--- src/rtl/pong_pkg.sv ---
// pong_pkg: shared state encoding, winner codes, paddle hit codes and
// the speed-level helper for the Pong match sequencer.
package pong_pkg;

    typedef enum logic [2:0] {
        ST_IDLE  = 3'd0,
        ST_SERVE = 3'd1,
        ST_PLAY  = 3'd2,
        ST_POINT = 3'd3,
        ST_OVER  = 3'd4
    } state_e;

    localparam logic [1:0] WIN_NONE = 2'b00;
    localparam logic [1:0] WIN_P1   = 2'b01;
    localparam logic [1:0] WIN_P2   = 2'b10;

    localparam logic [1:0] HIT_P1 = 2'b01;
    localparam logic [1:0] HIT_P2 = 2'b10;

    function automatic logic [1:0] speed_of(input logic [7:0] rally, input int hits_per_level);
        int lvl;
        lvl = int'(rally) / hits_per_level;
        return (lvl > 3) ? 2'd3 : lvl[1:0];
    endfunction

endpackage

--- src/rtl/tick_counter.sv ---
// tick_counter: loadable down-counter advanced by frame_tick, with a zero flag.
module tick_counter #(
    parameter int W = 8
) (
    input  logic         clk,
    input  logic         reset,
    input  logic         tick,
    input  logic         load,
    input  logic [W-1:0] load_val,
    output logic         zero
);

    logic [W-1:0] count_q, count_d;

    // A load on the same cycle as a tick wins, so the entry tick is not counted.
    always_comb begin
        count_d = count_q;
        if (load)
            count_d = load_val;
        else if (tick && count_q != '0)
            count_d = count_q - 1'b1;
    end

    always_ff @(posedge clk or negedge reset) begin
        if (!reset)
            count_q <= '0;
        else
            count_q <= count_d;
    end

    assign zero = (count_q == '0);

endmodule

--- src/rtl/pong_match_ctrl.sv ---
// pong_match_ctrl: Pong match sequencer - serve/point timing, ball step rate,
// rally speed-up, scoring and winner detection.
module pong_match_ctrl
    import pong_pkg::*;
#(
    parameter int WIN_SCORE      = 7,
    parameter int SERVE_TICKS    = 60,
    parameter int POINT_TICKS    = 90,
    parameter int HALF_H         = 180,
    parameter int BASE_DIV       = 4,
    parameter int HITS_PER_LEVEL = 4
) (
    input  logic       clk,
    input  logic       reset,
    input  logic       frame_tick,
    input  logic       start,
    input  logic       game_end,
    input  logic [1:0] paddle_hit,
    input  logic [9:0] ball_y,
    output logic       ball_rst,
    output logic       ball_adv,
    output logic [3:0] score1,
    output logic [3:0] score2,
    output logic [1:0] speed_level,
    output logic [1:0] winner,
    output logic [2:0] state
);

    state_e     state_q, state_d;
    logic       start_q;
    logic [7:0] div_q, div_d;
    logic [7:0] rally_q, rally_d;
    logic [3:0] score1_q, score1_d;
    logic [3:0] score2_q, score2_d;
    logic [1:0] winner_q, winner_d;
    logic [1:0] speed_q, speed_d;
    logic       ball_rst_q, ball_rst_d;
    logic       ball_adv_q, ball_adv_d;
    logic       cnt_load, cnt_zero;
    logic [7:0] cnt_val;
    logic [7:0] div_thr;
    logic       start_rise, expire;

    tick_counter #(.W(8)) u_timer (
        .clk      (clk),
        .reset    (reset),
        .tick     (frame_tick),
        .load     (cnt_load),
        .load_val (cnt_val),
        .zero     (cnt_zero)
    );

    assign start_rise = start & ~start_q;
    assign expire     = frame_tick & cnt_zero;
    // Using >= keeps the divider bounded if the level rises mid-count.
    assign div_thr    = 8'(BASE_DIV - 1) - {6'd0, speed_q};

    always_comb begin
        state_d    = state_q;
        div_d      = div_q;
        rally_d    = rally_q;
        score1_d   = score1_q;
        score2_d   = score2_q;
        winner_d   = winner_q;
        ball_adv_d = 1'b0;
        cnt_load   = 1'b0;
        cnt_val    = 8'(SERVE_TICKS);
        unique case (state_q)
            ST_IDLE, ST_OVER: begin
                if (start_rise) begin
                    score1_d = '0;
                    score2_d = '0;
                    winner_d = WIN_NONE;
                    cnt_load = 1'b1;
                    state_d  = ST_SERVE;
                end
            end
            ST_SERVE: begin
                div_d   = '0;
                rally_d = '0;
                if (expire)
                    state_d = ST_PLAY;
            end
            ST_PLAY: begin
                if (game_end) begin
                    if (ball_y < 10'(HALF_H))
                        score2_d = score2_q + 4'd1;
                    else
                        score1_d = score1_q + 4'd1;
                    cnt_load = 1'b1;
                    cnt_val  = 8'(POINT_TICKS);
                    state_d  = ST_POINT;
                end else begin
                    if (paddle_hit != 2'b00 && rally_q != 8'hFF)
                        rally_d = rally_q + 8'd1;
                    if (frame_tick) begin
                        ball_adv_d = (div_q >= div_thr);
                        div_d      = (div_q >= div_thr) ? 8'd0 : div_q + 8'd1;
                    end
                end
            end
            ST_POINT: begin
                if (expire) begin
                    if (score1_q == 4'(WIN_SCORE) || score2_q == 4'(WIN_SCORE)) begin
                        winner_d = (score1_q == 4'(WIN_SCORE)) ? WIN_P1 : WIN_P2;
                        state_d  = ST_OVER;
                    end else begin
                        cnt_load = 1'b1;
                        state_d  = ST_SERVE;
                    end
                end
            end
            default: state_d = ST_IDLE;
        endcase
        ball_rst_d = (state_d == ST_IDLE) || (state_d == ST_SERVE) || (state_d == ST_OVER);
        speed_d    = speed_of(rally_d, HITS_PER_LEVEL);
    end

    always_ff @(posedge clk or negedge reset) begin
        if (!reset) begin
            state_q    <= ST_IDLE;
            start_q    <= 1'b0;
            div_q      <= '0;
            rally_q    <= '0;
            score1_q   <= '0;
            score2_q   <= '0;
            winner_q   <= WIN_NONE;
            speed_q    <= '0;
            ball_rst_q <= 1'b1;
            ball_adv_q <= 1'b0;
        end else begin
            state_q    <= state_d;
            start_q    <= start;
            div_q      <= div_d;
            rally_q    <= rally_d;
            score1_q   <= score1_d;
            score2_q   <= score2_d;
            winner_q   <= winner_d;
            speed_q    <= speed_d;
            ball_rst_q <= ball_rst_d;
            ball_adv_q <= ball_adv_d;
        end
    end

    assign ball_rst    = ball_rst_q;
    assign ball_adv    = ball_adv_q;
    assign score1      = score1_q;
    assign score2      = score2_q;
    assign speed_level = speed_q;
    assign winner      = winner_q;
    assign state       = state_q;

endmodule
--- config.mk ---
export PLATFORM = sky130hd
export DESIGN_NAME = pong_match_ctrl
export DESIGN_NICKNAME = d
export VERILOG_FILES = /design/src/rtl/pong_pkg.sv /design/src/rtl/tick_counter.sv /design/src/rtl/pong_match_ctrl.sv
export SDC_FILE = /design/constraint.sdc
export NUM_CORES = 1
export LEC_CHECK = 0
export BUFFER_PORTS_ARGS = -buffer_cell sky130_fd_sc_hd__buf_2
export CORE_ASPECT_RATIO = 1.4
export CORE_MARGIN = 2
export CORE_UTILIZATION = 35
export CTS_CLUSTER_DIAMETER = 60
export CTS_CLUSTER_SIZE = 25
export DETAILED_ROUTE_END_ITERATION = 8
export PLACE_DENSITY = 0.62
export SLEW_MARGIN = 0
export SYNTH_ARGS = -nofsm -noshare
export SYNTH_HDL_FRONTEND = slang
export SYNTH_SLANG_ARGS = --single-unit
--- constraint.sdc ---
create_clock -name clk -period 2.19 [get_ports clk]
set_clock_uncertainty 0.15 [all_clocks]
set_input_delay 0 -clock clk [delete_from_list [all_inputs] [get_ports clk]]
set_output_delay 0 -clock clk [all_outputs]
set_load 0.05 [all_outputs]
Word level (Yosys, flattened, before mapping)
Index checks and enable logic that the tools add are counted.

Bits in read-only memories: 0. Memories kept: 0. Flip-flop bits (word level): 42. Output and inout bits: 17. Bits in writable memories: 0. Latch bits: 0. Input bits: 17.

Add/subtract/negate cells: 6. Bitwise gates (word level): 3. $mul: 0. Mux-type cells: 38. Shift-type cells: 0. Magnitude comparators: 3. Eq/ne operators: 18. Reductions and logical operators: 20. Divide/modulo/power cells: 0.

Operators with widths (number): 2-to-1 mux 8 bit (7); case mux 8 bit (2 select lines) (2); 2-to-1 mux 4 bit (5); inequality test 2 bit, second input constant (9); adder 8 x 1 -> 8 bit, second input constant (2); case mux 4 bit (2 select lines) (2); 2-to-1 mux 3 bit (5); 2-to-1 mux 7 bit (2); case mux 3 bit (4 select lines) (1); AND reduction 4 bit (3); < comparator 10 x 8 -> 1 bit, second input constant (1); 2-to-1 mux 2 bit (5); nonzero test 2 bit (5); adder 4 x 1 -> 4 bit, second input constant (2); == test 4 x 3 -> 1 bit, second input constant (2); >= comparator 8 bit (1); zero test 8 bit (1); inequality test 8 bit, second input constant (1); nonzero test 8 bit (1); subtractor 8 x 1 -> 8 bit, second input constant (1); 2-to-1 mux 1 bit (7); == test 3 x 1 -> 1 bit, second input constant (2); == test 3 x 2 -> 1 bit, second input constant (2); == test 3 bit, second input constant (2); 11 further kinds (17).

Depth between registers and ports, before layout
Depth in word-level cells: 8. Depth in mapped cells: 7. Depth with buffers taken out: 7.

By module
A second synthesis with hierarchy kept.

Cell total of the unflattened synthesis: 267. Area total of the unflattened synthesis: 2446.1 um^2.

By module, submodules not included: pong_match_ctrl (sequential area each 852.1 um^2, times used 1, cells each 209, area each 1918.1 um^2); tick_counter (sequential area each 200.2 um^2, times used 1, cells each 58, area each 528.0 um^2).

Worst setup path after synthesis
Ideal clock, no wire load.

Path type: register to register. From: reg state_q[2] (netlist: state[2]). To: reg speed_q[1] (netlist: speed_level[1]). Clock period less this slack: 2.294 ns. Library setup time: 0.134 ns. Path slack: -0.104 ns. Data arrival time: 2.011 ns. Data required time: 1.906 ns. Cell stages (with the launch flop): 8. Buffers on the path: 2. Cells stage by stage: dfrtp_1 -> buf_6 -> or3b_1 -> buf_6 -> a211o_4 -> o211ai_2 -> o31ai_2 -> nand3b_1.

Cells in the longest elaborated chain, start to end: 4.

RTL lines: start: declaration (line pong_match_ctrl.sv:29) `state_e state_q, state_d;`; start signal: assignment (line pong_match_ctrl.sv:132) `state_q <= state_d;`; == test 3 x 2 -> 1 bit / == test 3 x 1 -> 1 bit (equally long branches) (line pong_match_ctrl.sv:68) `unique case (state_q)`; case mux 8 bit (2 select lines) (*) (line pong_match_ctrl.sv:68); via rally_d[3] (line pong_match_ctrl.sv:32) `logic [7:0] rally_q, rally_d;`; greater-than comparator 6 x 2 -> 1 bit (line pong_pkg.sv:23) `return (lvl > 3) ? 2'd3 : lvl[1:0];`; 2-to-1 mux 2 bit (*) (line pong_pkg.sv:23); via speed_d[1] (line pong_match_ctrl.sv:36) `logic [1:0] speed_q, speed_d;`; end signal: assignment (line pong_match_ctrl.sv:139) `speed_q <= speed_d;`; end: declaration (line pong_match_ctrl.sv:36).

The timed path passes the listed nets; every way through them passes the cells marked *. A chain may end at the register's enable or synchronous reset.

Worst setup path after layout
From: reg rally_q[0]. To: reg speed_q[1] (netlist: speed_level[1]).

Cells in the longest elaborated chain, start to end: 7.

RTL lines: start: declaration (line pong_match_ctrl.sv:32); start signal: assignment (line pong_match_ctrl.sv:135) `rally_q <= rally_d;`; branches (longest 2 deep; another with adder 8 x 1 -> 8 bit); 2-to-1 mux 8 bit (*) (line pong_match_ctrl.sv:94) `if (paddle_hit != 2'b00 && rally_q != 8'hFF)`; 2-to-1 mux 8 bit (*) (line pong_match_ctrl.sv:85) `if (game_end) begin`; case mux 8 bit (2 select lines) (*) (line pong_match_ctrl.sv:68); via rally_d[3] (line pong_match_ctrl.sv:32); greater-than comparator 6 x 2 -> 1 bit (line pong_pkg.sv:23); 2-to-1 mux 2 bit (*) (line pong_pkg.sv:23); via speed_d[1] (line pong_match_ctrl.sv:36).

Mark *: on every way through the listed nets, which the timed path passes. The select of a mux whose other input is x is not followed.

==> impl_results.md <==
- Highest Signal Layer: met4
- Setup crit end kind: flop
- Worst hold path type: in2reg
- Flop-to-flop setup slack: approximately 0.12 ns
- Htree depth: 2
- TritonCTS clock tree: done
- Yosys reg bits: 42
- R2R cell count: 6
- Initial antenna violation count: 0
- Number of vias per cell: 5.46
- Ys async rst share: 100%
- Area Overhead vs Synth: 20.3%
- Pre-CTS WS: between 0.06 and 0.07 ns
- CP Max Fanout: 6
- Average cell area after synthesis: between 9 and 10 µm²
- Max-capacitance violation count: 0
- Number of global-route vias before repair: 2020
- Post-synth EDFFs: 0
- P_leak: 0.00132 µW
- Core area: roughly 0.0066 mm²
- Rel. slew slack: 59.4%
- Clock Path Buffers: 2
- PwrDens: a little under 900 mW/mm²
- Slowest-stage cell, CP: dfrtp_1
- Met3 wire length: 187 µm
- CTS Buf Count: 5
- Initial DRC Count: 120
- Most common cell after layout, fill and taps aside: dfrtp_1
- Synthesized cell area: 0.00237 mm²
- Die Area: 0.00746 mm²
- Wire per inst: 14.8 µm
- Met2 Wirelength: 2770 µm
- First-pass GRT wire length: 9400 µm
- Tot Pwr: 2530 µW
- Critical R2R Capture: speed_level[1]$_DFF_PN0_
- Die height: roughly 100 µm
- Clk sinks: 42
- Rows: 35
- Starting Density: ~36%
- Worst Hold Path Cells: 4
- Post-route setup slack: approximately 0.12 ns
- Status: finished, final reports clean
- Syn_nets: around 270
- Final worst-path cycle share: 94.4%
- Crit start category: flop
- Routed via count: 1994
- Slowest stage delay, CP: 0.43 ns
- Hold EP: score2[0]$_DFFE_PN0P_
- Mapped Cells: 241
- # nets final: 315
- # diodes: 0
- Dpl cells: 353
- Clk Latency, worst-skew pair: approximately 0.30 ns
- I/O Buffers: 31
- Post-synthesis sequential area ratio: 44.4%
- # fillers: 657
- Layout Cells excl Fill: 365
- Ports: 34
- Hold Crit Start: ball_y[8]
- Peak supply drop: 0.596 mV
- # DRC: 0
- Cell Chain, Critical Path: ha_1 -> and4_1 -> a211o_4 -> o211ai_2 -> o31ai_2 -> nand3b_1
- Most frequent cells in the layout: 38 x dfrtp_1, 31 x buf_2, 22 x nand2_1
- Post-route ant nets: 0
- Netlist cell types: 57
- Die width: approximately 74 µm
- Layout Utilization: 43.4%
- GR Overflow Total: 0
- Share of layout cells above drive strength 1: 26.1%
- Final setup fails: 0
- WP data required: around 2.2 ns
- Ys flop type: dfrtp_1
- Drt pass-1 iters: 5
- Total global-route track usage: 16.1%
- Postcts setup bufs: 0
- Clk pin slew, worst setup/hold paths: 0.09 ns
- Routed wire length: 5420 µm
- Routability congestion estimate: 0.855
- Final hold viol count: 0
- Fin crit period: just over 2 ns
- YS warnings: 0
- Met1 WL: 2390 µm
- Top achievable clock speed: a little under 500 MHz
- Crit path DAT: between 2 and 2.5 ns
- CTS root buf: clkbuf_8
- DP Wirelength: 3960 µm
- Kind of critical path: reg2reg
- Count of pins over their slew limit: 0
- Setup TNS: 0 ns
- Largest net degree at the start of global routing: 24
- Slew @ Worst Pin: 0.608 ns
- Worst R2R Start: rally_q[0]$_DFFE_PN0P_
-- report_power, final --
part / switching, µW / internal, µW / leakage, µW
logic: 544 / 314 / 0.000714
registers: 134 / 908 / 0.000554
clock network: 294 / 339 / 0.0000504
-- worst max-delay path by stage --
stage | slack [ns] | from | cells after the start | to
3_5_place_dp | 0.07 | state[0]$_DFF_PN0_ | 5 | speed_level[0]$_DFF_PN0_
5_1_grt | -0.005 | rally_q[0]$_DFFE_PN0P_ | 6 | speed_level[0]$_DFF_PN0_
6_report | 0.12 | rally_q[0]$_DFFE_PN0P_ | 6 | speed_level[1]$_DFF_PN0_
3_3_place_gp | 0.11 | state[0]$_DFF_PN0_ | 5 | speed_level[0]$_DFF_PN0_
2_1_floorplan | 0.005 | state[2]$_DFF_PN0_ | 7 | speed_level[0]$_DFF_PN0_
4_1_cts | 0.05 | u_timer.count_q[0]$_DFFE_PN0P_ | 6 | winner[0]$_DFFE_PN0P_
-- metal layers --
| layer | GRT usage, % | vias to the layer above |
|---|---|---|
| li1 | - | 981 |
| met1 | 19.9 | 965 |
| met2 | 27.4 | 42 |
| met3 | 3.48 | 6 |
| met4 | 5.87 | 0 |
| met5 | 0 | - |
-- worst max-delay path: cells and delay by family, from the launching register on --
kind / cells / cell delay [ns]
flops: 1 / 0.43
simple gates: 2 / 0.44
compound gates: 3 / 0.67
fa+ha+maj: 1 / 0.26
-- Yosys cell counts, types with 5 or more instances --
library cell	number	area share, %
nor2_1	19	3.0
ha_1	8	4.2
o21ai_0	10	2.1
inv_1	11	1.7
nor4_1	5	1.3
nor3_1	6	1.3
or3_1	5	1.3
nand3_1	14	3.0
mux2i_1	6	2.5
a21oi_1	11	2.3
nand4_1	5	1.3
dfrtp_1	41	43
nand2b_1	6	1.6
nand2_1	22	3.5
-- what timing repair did --
action / 4_1_cts / 5_1_grt
setup endpoints to repair: 0 / 11
resized for setup: 0 / 3
hold endpoints to repair: 37 / 0
hold buffers: 4 / 0
-- metrics by stage --
step,hold slack [ns],instance area (µm²)
after floorplan,-0.446,2380
after global placement,-0.121,2680
after detailed placement,-0.120,2680
after CTS,0.0365,2840
after global routing,0.0750,2850
final,0.0328,2850
-- cells by family after synthesis --
family | after synthesis | synth area share (%)
simple gates | 109 | 26.2
flops | 42 | 44.4
compound gates | 52 | 16.7
buf+inv | 17 | 3.32
xor+xnor | 6 | 2.22
fa+ha+maj | 8 | 4.22
mux | 7 | 3.01
-- layout make-up --
class	count	area, µm²	share of cell area, %
Clock buffer	5	68.8	2.41
Inverter	11	41.3	1.45
Multi-Input combinational cell	182	1260	44.1
Timing Repair Buffer	48	293	10.3
Tap cell	74	92.6	3.24
Sequential cell	42	1060	37.0
Clock inverter	3	45.0	1.58
-- registers in the layout (all words and copies together), names as in the netlist --
signal / cells
ball_adv: 1
ball_rst: 1
div_q: 8
rally_q: 8
score1: 4
score2: 4
speed_level: 2
start_q: 1
state: 3
u_timer.count_q: 8
winner: 2
(Power assumes the default switching activity.)
